`src/rtl/mips_run_ctrl_if.sv`:
```
`default_nettype none
// +------------------------------------------------------------------+
// | mips_run_ctrl_if : host command, breakpoint and core commit bus  |
// | Rev 1.0                                                          |
// +------------------------------------------------------------------+
interface mips_run_ctrl_if #(
  parameter int STEP_W = 16
);
  logic              cmd_valid;
  logic [1:0]        cmd_op;
  logic [STEP_W-1:0] cmd_arg;
  logic              cmd_ready;
  logic              cmd_err;
  logic              bp_en;
  logic [31:0]       bp_addr;
  logic [31:0]       pc;
  logic [31:0]       instr;
  logic              pc_en;
  logic [1:0]        run_state;
  logic [2:0]        halt_cause;
  logic [31:0]       cycle_cnt;
  logic [31:0]       retired_cnt;

  modport master (
    output cmd_valid, cmd_op, cmd_arg, bp_en, bp_addr, pc, instr,
    input  cmd_ready, cmd_err, pc_en, run_state, halt_cause, cycle_cnt, retired_cnt
  );

  modport slave (
    input  cmd_valid, cmd_op, cmd_arg, bp_en, bp_addr, pc, instr,
    output cmd_ready, cmd_err, pc_en, run_state, halt_cause, cycle_cnt, retired_cnt
  );
endinterface
`default_nettype wire

```
`src/rtl/mips_run_ctrl.sv`:
```
`default_nettype none
// +------------------------------------------------------------------+
// | mips_run_ctrl : run/halt/step controller gating core commits     |
// | Rev 1.0                                                          |
// +------------------------------------------------------------------+
module mips_run_ctrl #(
  parameter bit RESET_RUN = 1'b0,
  parameter int STEP_W    = 16
) (
  input  wire logic         clk,
  input  wire logic         reset,
  mips_run_ctrl_if.slave    bus
);
  typedef enum logic [1:0] {
    S_HALTED = 2'b00,
    S_RUN    = 2'b01,
    S_STEP   = 2'b10
  } state_e;

  localparam logic [1:0]        c_OP_RUN   = 2'b00;
  localparam logic [1:0]        c_OP_HALT  = 2'b01;
  localparam logic [1:0]        c_OP_STEP  = 2'b10;
  localparam logic [1:0]        c_OP_CLEAR = 2'b11;
  localparam logic [2:0]        c_CAUSE_HOST    = 3'd1;
  localparam logic [2:0]        c_CAUSE_STEP    = 3'd2;
  localparam logic [2:0]        c_CAUSE_BREAK   = 3'd3;
  localparam logic [2:0]        c_CAUSE_SYSCALL = 3'd4;
  localparam logic [31:0]       c_SYSCALL = 32'h0000_000C;
  localparam logic [STEP_W-1:0] c_ONE     = {{(STEP_W-1){1'b0}}, 1'b1};
  localparam state_e            c_RESET_STATE = RESET_RUN ? S_RUN : S_HALTED;

  state_e            state_q, state_d;
  logic [STEP_W-1:0] step_left_q, step_left_d;
  logic              skip_q, skip_d;
  logic              cmd_err_q, cmd_err_d;
  logic [2:0]        halt_cause_q, halt_cause_d;
  logic [31:0]       cycle_q, cycle_d;
  logic [31:0]       retired_q, retired_d;

  logic w_is_sys;
  logic w_stop_now;
  logic w_active;
  logic w_pc_en;

  assign w_is_sys   = (bus.instr == c_SYSCALL);
  assign w_stop_now = !skip_q && ((bus.bp_en && (bus.pc == bus.bp_addr)) || w_is_sys);
  assign w_active   = (state_q != S_HALTED);
  assign w_pc_en    = reset && w_active && !w_stop_now;

  assign bus.cmd_ready   = 1'b1;
  assign bus.cmd_err     = cmd_err_q;
  assign bus.pc_en       = w_pc_en;
  assign bus.run_state   = state_q;
  assign bus.halt_cause  = halt_cause_q;
  assign bus.cycle_cnt   = cycle_q;
  assign bus.retired_cnt = retired_q;

  always_comb begin
    state_d      = state_q;
    step_left_d  = step_left_q;
    skip_d       = skip_q;
    cmd_err_d    = 1'b0;
    halt_cause_d = halt_cause_q;
    cycle_d      = cycle_q + {31'b0, w_active};
    retired_d    = retired_q + {31'b0, w_pc_en};

    if (state_q == S_HALTED) begin
      if (bus.cmd_valid && bus.cmd_op == c_OP_RUN) begin
        state_d = S_RUN;
        skip_d  = 1'b1;
      end else if (bus.cmd_valid && bus.cmd_op == c_OP_STEP) begin
        state_d     = S_STEP;
        skip_d      = 1'b1;
        step_left_d = (bus.cmd_arg == '0) ? c_ONE : bus.cmd_arg;
      end
    end else begin
      // Later assignments override earlier ones: HOST > SYSCALL > BREAK > STEP_DONE.
      if (w_pc_en) begin
        skip_d = 1'b0;
        if (state_q == S_STEP) begin
          if (step_left_q == c_ONE) begin
            state_d      = S_HALTED;
            halt_cause_d = c_CAUSE_STEP;
          end else begin
            step_left_d = step_left_q - c_ONE;
          end
        end
      end
      if (w_stop_now) begin
        state_d      = S_HALTED;
        halt_cause_d = w_is_sys ? c_CAUSE_SYSCALL : c_CAUSE_BREAK;
      end
      if (bus.cmd_valid && bus.cmd_op == c_OP_HALT) begin
        state_d      = S_HALTED;
        halt_cause_d = c_CAUSE_HOST;
      end
      if (bus.cmd_valid && (bus.cmd_op == c_OP_RUN || bus.cmd_op == c_OP_STEP)) begin
        cmd_err_d = 1'b1;
      end
    end

    if (bus.cmd_valid && bus.cmd_op == c_OP_CLEAR) begin
      cycle_d   = '0;
      retired_d = '0;
    end
  end

  always_ff @(posedge clk) begin
    if (!reset) begin
      state_q      <= c_RESET_STATE;
      step_left_q  <= '0;
      skip_q       <= 1'b0;
      cmd_err_q    <= 1'b0;
      halt_cause_q <= '0;
      cycle_q      <= '0;
      retired_q    <= '0;
    end else begin
      state_q      <= state_d;
      step_left_q  <= step_left_d;
      skip_q       <= skip_d;
      cmd_err_q    <= cmd_err_d;
      halt_cause_q <= halt_cause_d;
      cycle_q      <= cycle_d;
      retired_q    <= retired_d;
    end
  end
endmodule
`default_nettype wire

```
`src/flat_wrapper.sv`:
```
// flat-port wrapper written by rule: the top's interface ports become plain ports
module mips_run_ctrl_flat 
#(
  parameter bit RESET_RUN = 1'b0,
  parameter int STEP_W    = 16
)
  (clk, reset, bus_cmd_valid, bus_cmd_op, bus_cmd_arg, bus_bp_en, bus_bp_addr, bus_pc, bus_instr, bus_cmd_ready, bus_cmd_err, bus_pc_en, bus_run_state, bus_halt_cause, bus_cycle_cnt, bus_retired_cnt);
  mips_run_ctrl_if #(.STEP_W(STEP_W)) bus_i ();
  input  wire logic clk;
  input  wire logic reset;
  input wire logic [$bits(bus_i.cmd_valid)-1:0] bus_cmd_valid;
  input wire logic [$bits(bus_i.cmd_op)-1:0] bus_cmd_op;
  input wire logic [$bits(bus_i.cmd_arg)-1:0] bus_cmd_arg;
  input wire logic [$bits(bus_i.bp_en)-1:0] bus_bp_en;
  input wire logic [$bits(bus_i.bp_addr)-1:0] bus_bp_addr;
  input wire logic [$bits(bus_i.pc)-1:0] bus_pc;
  input wire logic [$bits(bus_i.instr)-1:0] bus_instr;
  output wire logic [$bits(bus_i.cmd_ready)-1:0] bus_cmd_ready;
  output wire logic [$bits(bus_i.cmd_err)-1:0] bus_cmd_err;
  output wire logic [$bits(bus_i.pc_en)-1:0] bus_pc_en;
  output wire logic [$bits(bus_i.run_state)-1:0] bus_run_state;
  output wire logic [$bits(bus_i.halt_cause)-1:0] bus_halt_cause;
  output wire logic [$bits(bus_i.cycle_cnt)-1:0] bus_cycle_cnt;
  output wire logic [$bits(bus_i.retired_cnt)-1:0] bus_retired_cnt;
  assign bus_i.cmd_valid = bus_cmd_valid;
  assign bus_i.cmd_op = bus_cmd_op;
  assign bus_i.cmd_arg = bus_cmd_arg;
  assign bus_i.bp_en = bus_bp_en;
  assign bus_i.bp_addr = bus_bp_addr;
  assign bus_i.pc = bus_pc;
  assign bus_i.instr = bus_instr;
  assign bus_cmd_ready = bus_i.cmd_ready;
  assign bus_cmd_err = bus_i.cmd_err;
  assign bus_pc_en = bus_i.pc_en;
  assign bus_run_state = bus_i.run_state;
  assign bus_halt_cause = bus_i.halt_cause;
  assign bus_cycle_cnt = bus_i.cycle_cnt;
  assign bus_retired_cnt = bus_i.retired_cnt;
  mips_run_ctrl #(.RESET_RUN(RESET_RUN), .STEP_W(STEP_W)) u_core (.clk(clk), .reset(reset), .bus(bus_i));
endmodule
```
`config.mk`:
```
export PLATFORM = sky130hd
export DESIGN_NAME = mips_run_ctrl_flat
export DESIGN_NICKNAME = d
export VERILOG_FILES = /design/src/rtl/mips_run_ctrl_if.sv /design/src/rtl/mips_run_ctrl.sv /design/src/flat_wrapper.sv
export SDC_FILE = /design/constraint.sdc
export NUM_CORES = 1
export LEC_CHECK = 0
export CORE_MARGIN = 2
export CORE_UTILIZATION = 47
export DETAILED_ROUTE_END_ITERATION = 10
export PLACE_DENSITY = 0.9
export SLEW_MARGIN = 25
export SYNTH_ARGS = -nofsm -noshare
export SYNTH_HDL_FRONTEND = slang
export SYNTH_SLANG_ARGS = --single-unit
```
`constraint.sdc`:
```
create_clock -name clk -period 5 [get_ports clk]
set_input_delay 1 -clock clk [delete_from_list [all_inputs] [get_ports clk]]
set_output_delay 1 -clock clk [all_outputs]
set_load 0.01 [all_outputs]
```
==> flow_summary.yaml, run 1 <==
logic_synthesis:
  yosys_warnings: 0
  synth_seq_cells: 87
  async_reset_ff_frac: 0
  syn_nets: 677
  synth_area_um2: 4610
  synth_cells: 553
  ys_seq_area_frac: 0.378
  synth_flop_cell: "dfxtp_1"
  synth.avg_cell_area_um2: 8.34
  synth_edf_count: 0
  yosys.cell_types.count: 54
final_layout:
  fill_cells: 765
  antenna_cells: 0
  multi_input_area_um2: 2730
  drive_gt1_frac: 0.0459
  register_area_um2: 1740
  final_core_util: 0.701
  syn_to_final_growth_pct: 46.6
  design_area_um2: 6760
  nets: 859
clock_network:
  cts_setup_buffers: 0
  htree_num_levels: 3
  hold_buffers: 0
  cts.sinks: 87
  cts_buffers: 9
  cts_resized: 0
  clk_latency_ps: 350
  cts_tree: "built"
  cts.clk_slew.worst_paths_ps: 80
  cts_buffer_depth: 2
  root_buffer: "clkbuf_8"
timing:
  rsz0062_at_grt: "no"
  setup_violations: 0
  fin_skew_ps: 17.7
  hold_viol: 0
  fin_setup_tns_ps: 0
  finalCritPeriodShare: 0.870
  fin_hold_ws_ps: 445
  slew_headroom: 0.405
  fmax_mhz: 230
  drv_slew: 0
  max_slew.worst_pin.slew_ps: 886
  fin_crit_ps: 4350
placement:
  placed_area_um2: 6580
  dp_hpwl_um: 9850
  gp_congestion: 0.902
  portBuffers: 188
min_path:
  min_path_cells: 2
  hp-class: "reg -> reg"
  hold_end: "u_core.bus.halt_cause[1]"
  hp-start: "u_core.bus.halt_cause[1]"
setup_path:
  r2r_end: "u_core.bus.retired_cnt[30]"
  end_kind: "output pin"
  cp_max_fo: 4
  r2r_start: "u_core.bus.run_state[1]"
  worst_ep_required_time_ps: 4000
  crit_type: "in -> out"
  start_kind: "primary input"
  ff2ff_path_depth: 13
  cp.arrival_ps: 3350
  r2r_slack_ps: 1490
drt:
  viasPerCell: 5.46
  drcViolationCount: 0
  wire_per_inst_um: 14.3
  dr.pass1.iters: 5
  ant_nets: 0
  wl_um: 12500
  vias: 4765
  drt-initial-drc-count: 184
global_route:
  antenna_found_initial: 0
  grt_pass1_wl_um: 19700
  grt_pass1_vias: 4489
  grt_max_degree: 62
  grt_use_total: 0.230
  grt-ovfl-total: 0
floorplan:
  ioPinCount: 190
  fp.dieW_um: 103
  die-area_um2: 10600
  core-area_um2: 9640
  row_count: 36
  initial_core_util: 0.478
  die_h_um: 103
outcome:
  status: "finished, final reports clean"
pwr:
  power.leakage_uw: 0.00246
  power-per-cell-area_nw_per_um2: 213
  ir_worst_vdd_v: 0.000156
job:
  cap_violations: 0
area by class of cell:
| type | instances | share of cell area |
|---|---|---|
| repair buffers | 190 | 0.281 |
| flip-flops and latches | 87 | 0.258 |
| multi-input cells | 432 | 0.403 |
| clock inverters | 6 | 0.00666 |
| clock buffers | 10 | 0.0189 |
| inverters | 15 | 0.00833 |
| well taps | 133 | 0.0246 |
where the power goes:
group | internal, uW | total, uW | switching [uW]
clock network | 183 | 438 | 254
registers | 707 | 723 | 16.0
logic | 145 | 277 | 132
total | 1040 | 1440 | 403
Yosys cell counts, drive strengths merged, types with 19 or more instances:
cell,n,area [um^2]
nor2,87,334
o21ai,22,110
a21oi,24,128
xnor2,27,236
xor2,59,517
nor4,26,193
and3,19,119
nand3,25,130
dfxtp,87,1740
nand2,43,169
sequential cells by signal, summed over array words and instances, names as in the netlist:
name / cells
u_core.bus.retired_cnt: 32
u_core.step_left_q: 16
u_core.bus.cycle_cnt: 32
u_core.skip_q: 1
u_core.bus.cmd_err: 1
u_core.bus.halt_cause: 3
u_core.bus.run_state: 2
per-layer routing:
layer,GRT usage,wire [um]
met4,0.0881,278
met1,0.266,5010
met2,0.418,6320
met5,0,0
met3,0.0454,909
through the flow:
stage               instances  power [uW]  worst slack (ps)
floorplan                 553         873              1530
detailed placement        857        1010               609
CTS                       873        1440               611
finish                    873        1440               651
global placement          857        1000               633
global route              873        1500               557
cells in the final DEF, fill, tap and decap left out, types with 3 or more instances in the layout:
| cell | n |
|---|---|
| nand3_1 | 24 |
| clkbuf_8 | 9 |
| o21a_1 | 3 |
| a21oi_1 | 22 |
| nor3_1 | 15 |
| a211oi_1 | 3 |
| ha_1 | 6 |
| inv_1 | 15 |
| and2_1 | 5 |
| clkinvlp_4 | 3 |
| xnor2_1 | 27 |
| o21ai_1 | 8 |
| clkdlybuf4s50_1 | 188 |
| xor2_1 | 59 |
| and4_1 | 5 |
| and3_1 | 19 |
| nand2_1 | 41 |
| o311ai_1 | 7 |
| mux2i_1 | 4 |
| or3_1 | 8 |
| nor2_1 | 86 |
| o22ai_1 | 3 |
| o21ai_0 | 14 |
| dfxtp_1 | 87 |
| nand4_1 | 13 |
| nor4_1 | 24 |
kinds of logic after synthesis:
| logic type | synth area share |
|---|---|
| xor gates and xnor gates | 0.163 |
| DFF | 0.378 |
| muxes | 0.0119 |
| and+or+nand+nor | 0.292 |
| buffers and inverters | 0.0326 |
| other | 0.000813 |
| adders and majority gates | 0.0163 |
| AOI/OAI and AO/OA | 0.105 |
critical path, cell delays in order:
cell             delay [ps]
clkdlybuf4s50_1         430
xor2_1                  150
nor4_1                  370
nand4_1                 130
or3_4                   430
a21oi_2                 210
nor2_1                  110
clkdlybuf4s50_1         520
worst max-delay path by stage:
| stage | cells past startpoint | to | slack [ps] | from |
|---|---|---|---|---|
| 2_1_floorplan | 15 | u_core.bus.retired_cnt[28] | 1530 | bus_bp_addr[22] |
| 3_3_place_gp | 8 | bus_pc_en | 630 | bus_pc[23] |
| 3_5_place_dp | 8 | bus_pc_en | 610 | bus_pc[23] |
| 4_1_cts | 8 | bus_pc_en | 610 | bus_pc[23] |
| 5_1_grt | 8 | bus_pc_en | 560 | bus_bp_addr[23] |
| 6_report | 8 | bus_pc_en | 650 | bus_pc[23] |
No activity file was read; power rests on OpenSTA's default activity.
==> run 2: changes to the inputs <==
--- a/config.mk
+++ b/config.mk
@@ -5,10 +5,12 @@
 export SDC_FILE = /design/constraint.sdc
 export NUM_CORES = 1
 export LEC_CHECK = 0
+export CELL_PAD_IN_SITES_DETAIL_PLACEMENT = 1
+export CELL_PAD_IN_SITES_GLOBAL_PLACEMENT = 1
 export CORE_MARGIN = 2
-export CORE_UTILIZATION = 47
+export CORE_UTILIZATION = 31
 export DETAILED_ROUTE_END_ITERATION = 10
-export PLACE_DENSITY = 0.9
+export PLACE_DENSITY = 0.84
 export SLEW_MARGIN = 25
 export SYNTH_ARGS = -nofsm -noshare
 export SYNTH_HDL_FRONTEND = slang
==> constraint.sdc (replaced) <==
create_clock -name clk -period 4.1 [get_ports clk]
set_input_delay 0.82 -clock clk [delete_from_list [all_inputs] [get_ports clk]]
set_output_delay 0.82 -clock clk [all_outputs]
set_load 0.01 [all_outputs]
==> flow_summary.yaml, run 2 (synthesized netlist as in run 1, its figures left out) <==
pwr:
  power.leakage_uw: 0.00256
  ir_worst_vdd_v: 0.000212
  p_comb_frac: 0.163
  pwr-share-clk: 0.423
  p_total_uw: 2130
  p_int_uw: 1610
  p_switching_uw: 523
  sw_frac_of_total: 0.245
  p_seq_frac: 0.414
  power-per-cell-area_nw_per_um2: 304
global_route:
  grt_max_degree: 37
  grt_pass1_wl_um: 24500
  grt_use_total: 0.188
  antenna_found_initial: 0
  grt_pass1_vias: 5112
  grt-ovfl-total: 0
final_layout:
  drive_gt1_frac: 0.0523
  final_cell_mix: "clkdlybuf4s50_1, dfxtp_1, nor2_1, xor2_1, nand2_1"
  design_area_um2: 7020
  final_common_cell: "clkdlybuf4s50_1"
  nets: 864
  syn_to_final_growth_pct: 52.1
  fin_cells: 929
  final_core_util: 0.483
  antenna_cells: 0
floorplan:
  fp.dieW_um: 126
  die_h_um: 126
  ioPinCount: 190
  die-area_um2: 15900
  row_count: 44
  core-area_um2: 14500
  initial_core_util: 0.317
clock_network:
  cts_buffer_depth: 2
  root_buffer: "clkbuf_16"
  cts_setup_buffers: 0
  hold_buffers: 0
  cts_tree: "built"
  cts.sinks: 87
  cts.clk_slew.worst_paths_ps: 60
  cts_buffers: 9
  htree_num_levels: 3
  cts_resized: 0
  clk_latency_ps: 350
timing:
  hold_viol: 0
  drv_slew: 0
  fin_skew_ps: 6.49
  max_slew.worst_pin.slew_ps: 714
  setup_violations: 0
  fin_setup_tns_ps: 0
  fin_crit_ps: 4000
  slew_headroom: 0.520
  rsz0062_at_grt: "no"
  finalCritPeriodShare: 0.976
  fmax_mhz: 250
drt:
  ant_nets: 0
  drcViolationCount: 0
  vias: 4709
  viasPerCell: 5.07
  drt-initial-drc-count: 197
  wire_per_inst_um: 16.0
  dr.pass1.iters: 4
  wl_um: 14900
setup_path:
  cp.arrival_ps: 3180
  cp_max_fo: 3
  worst_ep_required_time_ps: 3280
  start_kind: "primary input"
  end_kind: "output pin"
  crit_type: "in -> out"
placement:
  gp_congestion: 0.846
  portBuffers: 188
  dp_hpwl_um: 11900
  placed_area_um2: 6690
  place_inst: 913
min_path:
  hp-class: "reg -> reg"
job:
  cap_violations: 0
outcome:
  status: "finished, final reports clean"
[run 2: worst paths after layout]
| kind | depth (start not counted) | slack, ps | start | to |
|---|---|---|---|---|
| worst min-delay path | 2 | 450 | u_core.bus.halt_cause[1] | u_core.bus.halt_cause[1] |
| worst min register to register | 2 | 450 | u_core.bus.halt_cause[1] | u_core.bus.halt_cause[1] |
| worst max-delay path | 8 | 100 | bus_bp_addr[24] | bus_pc_en |
| worst max register to register | 12 | 970 | u_core.bus.run_state[1] | u_core.bus.retired_cnt[29] |
[run 2: layout make-up]
| type | count | area [um^2] |
|---|---|---|
| well taps | 184 | 230 |
| fillers | 1691 | 7520 |
| clock buffers | 13 | 260 |
| flip-flops and latches | 87 | 1740 |
| inverters | 15 | 56.3 |
| clock inverters | 3 | 65.1 |
| multi-input cells | 432 | 2730 |
| repair buffers | 195 | 1930 |
[run 2: worst max-delay path, stage by stage]
cell and delay, ps:
clkdlybuf4s50_1 440, xor2_1 170, nor4_1 400, nand4_1 150, or3_4 400, a21oi_2 190, nor2_1 110, clkdlybuf4s50_1 510
[run 2: per-layer routing]
metal / track usage / up-vias / wire length [um]
met5: 0 / - / 0
met3: 0.0442 / 14 / 883
met4: 0.0575 / 0 / 204
met1: 0.213 / 2241 / 6210
li1: - / 2307 / -
met2: 0.350 / 147 / 7600
[run 2: power groups by stage]
| stage | registers (uW) | clock network (uW) | logic [uW] |
|---|---|---|---|
| after global placement | 899 | 0 | 336 |
| after global routing | 885 | 961 | 382 |
| after CTS | 882 | 927 | 350 |
| after detailed placement | 900 | 0 | 349 |
| after floorplan | 896 | 0 | 168 |
| final | 883 | 902 | 349 |
[run 2: through the flow]
step	setup WS [ps]	hold WS (ps)
5_1_grt	5.46	481
3_5_place_dp	6.20	448
4_1_cts	47.7	462
2_1_floorplan	809	443
6_report	97.2	455
3_3_place_gp	44.4	442
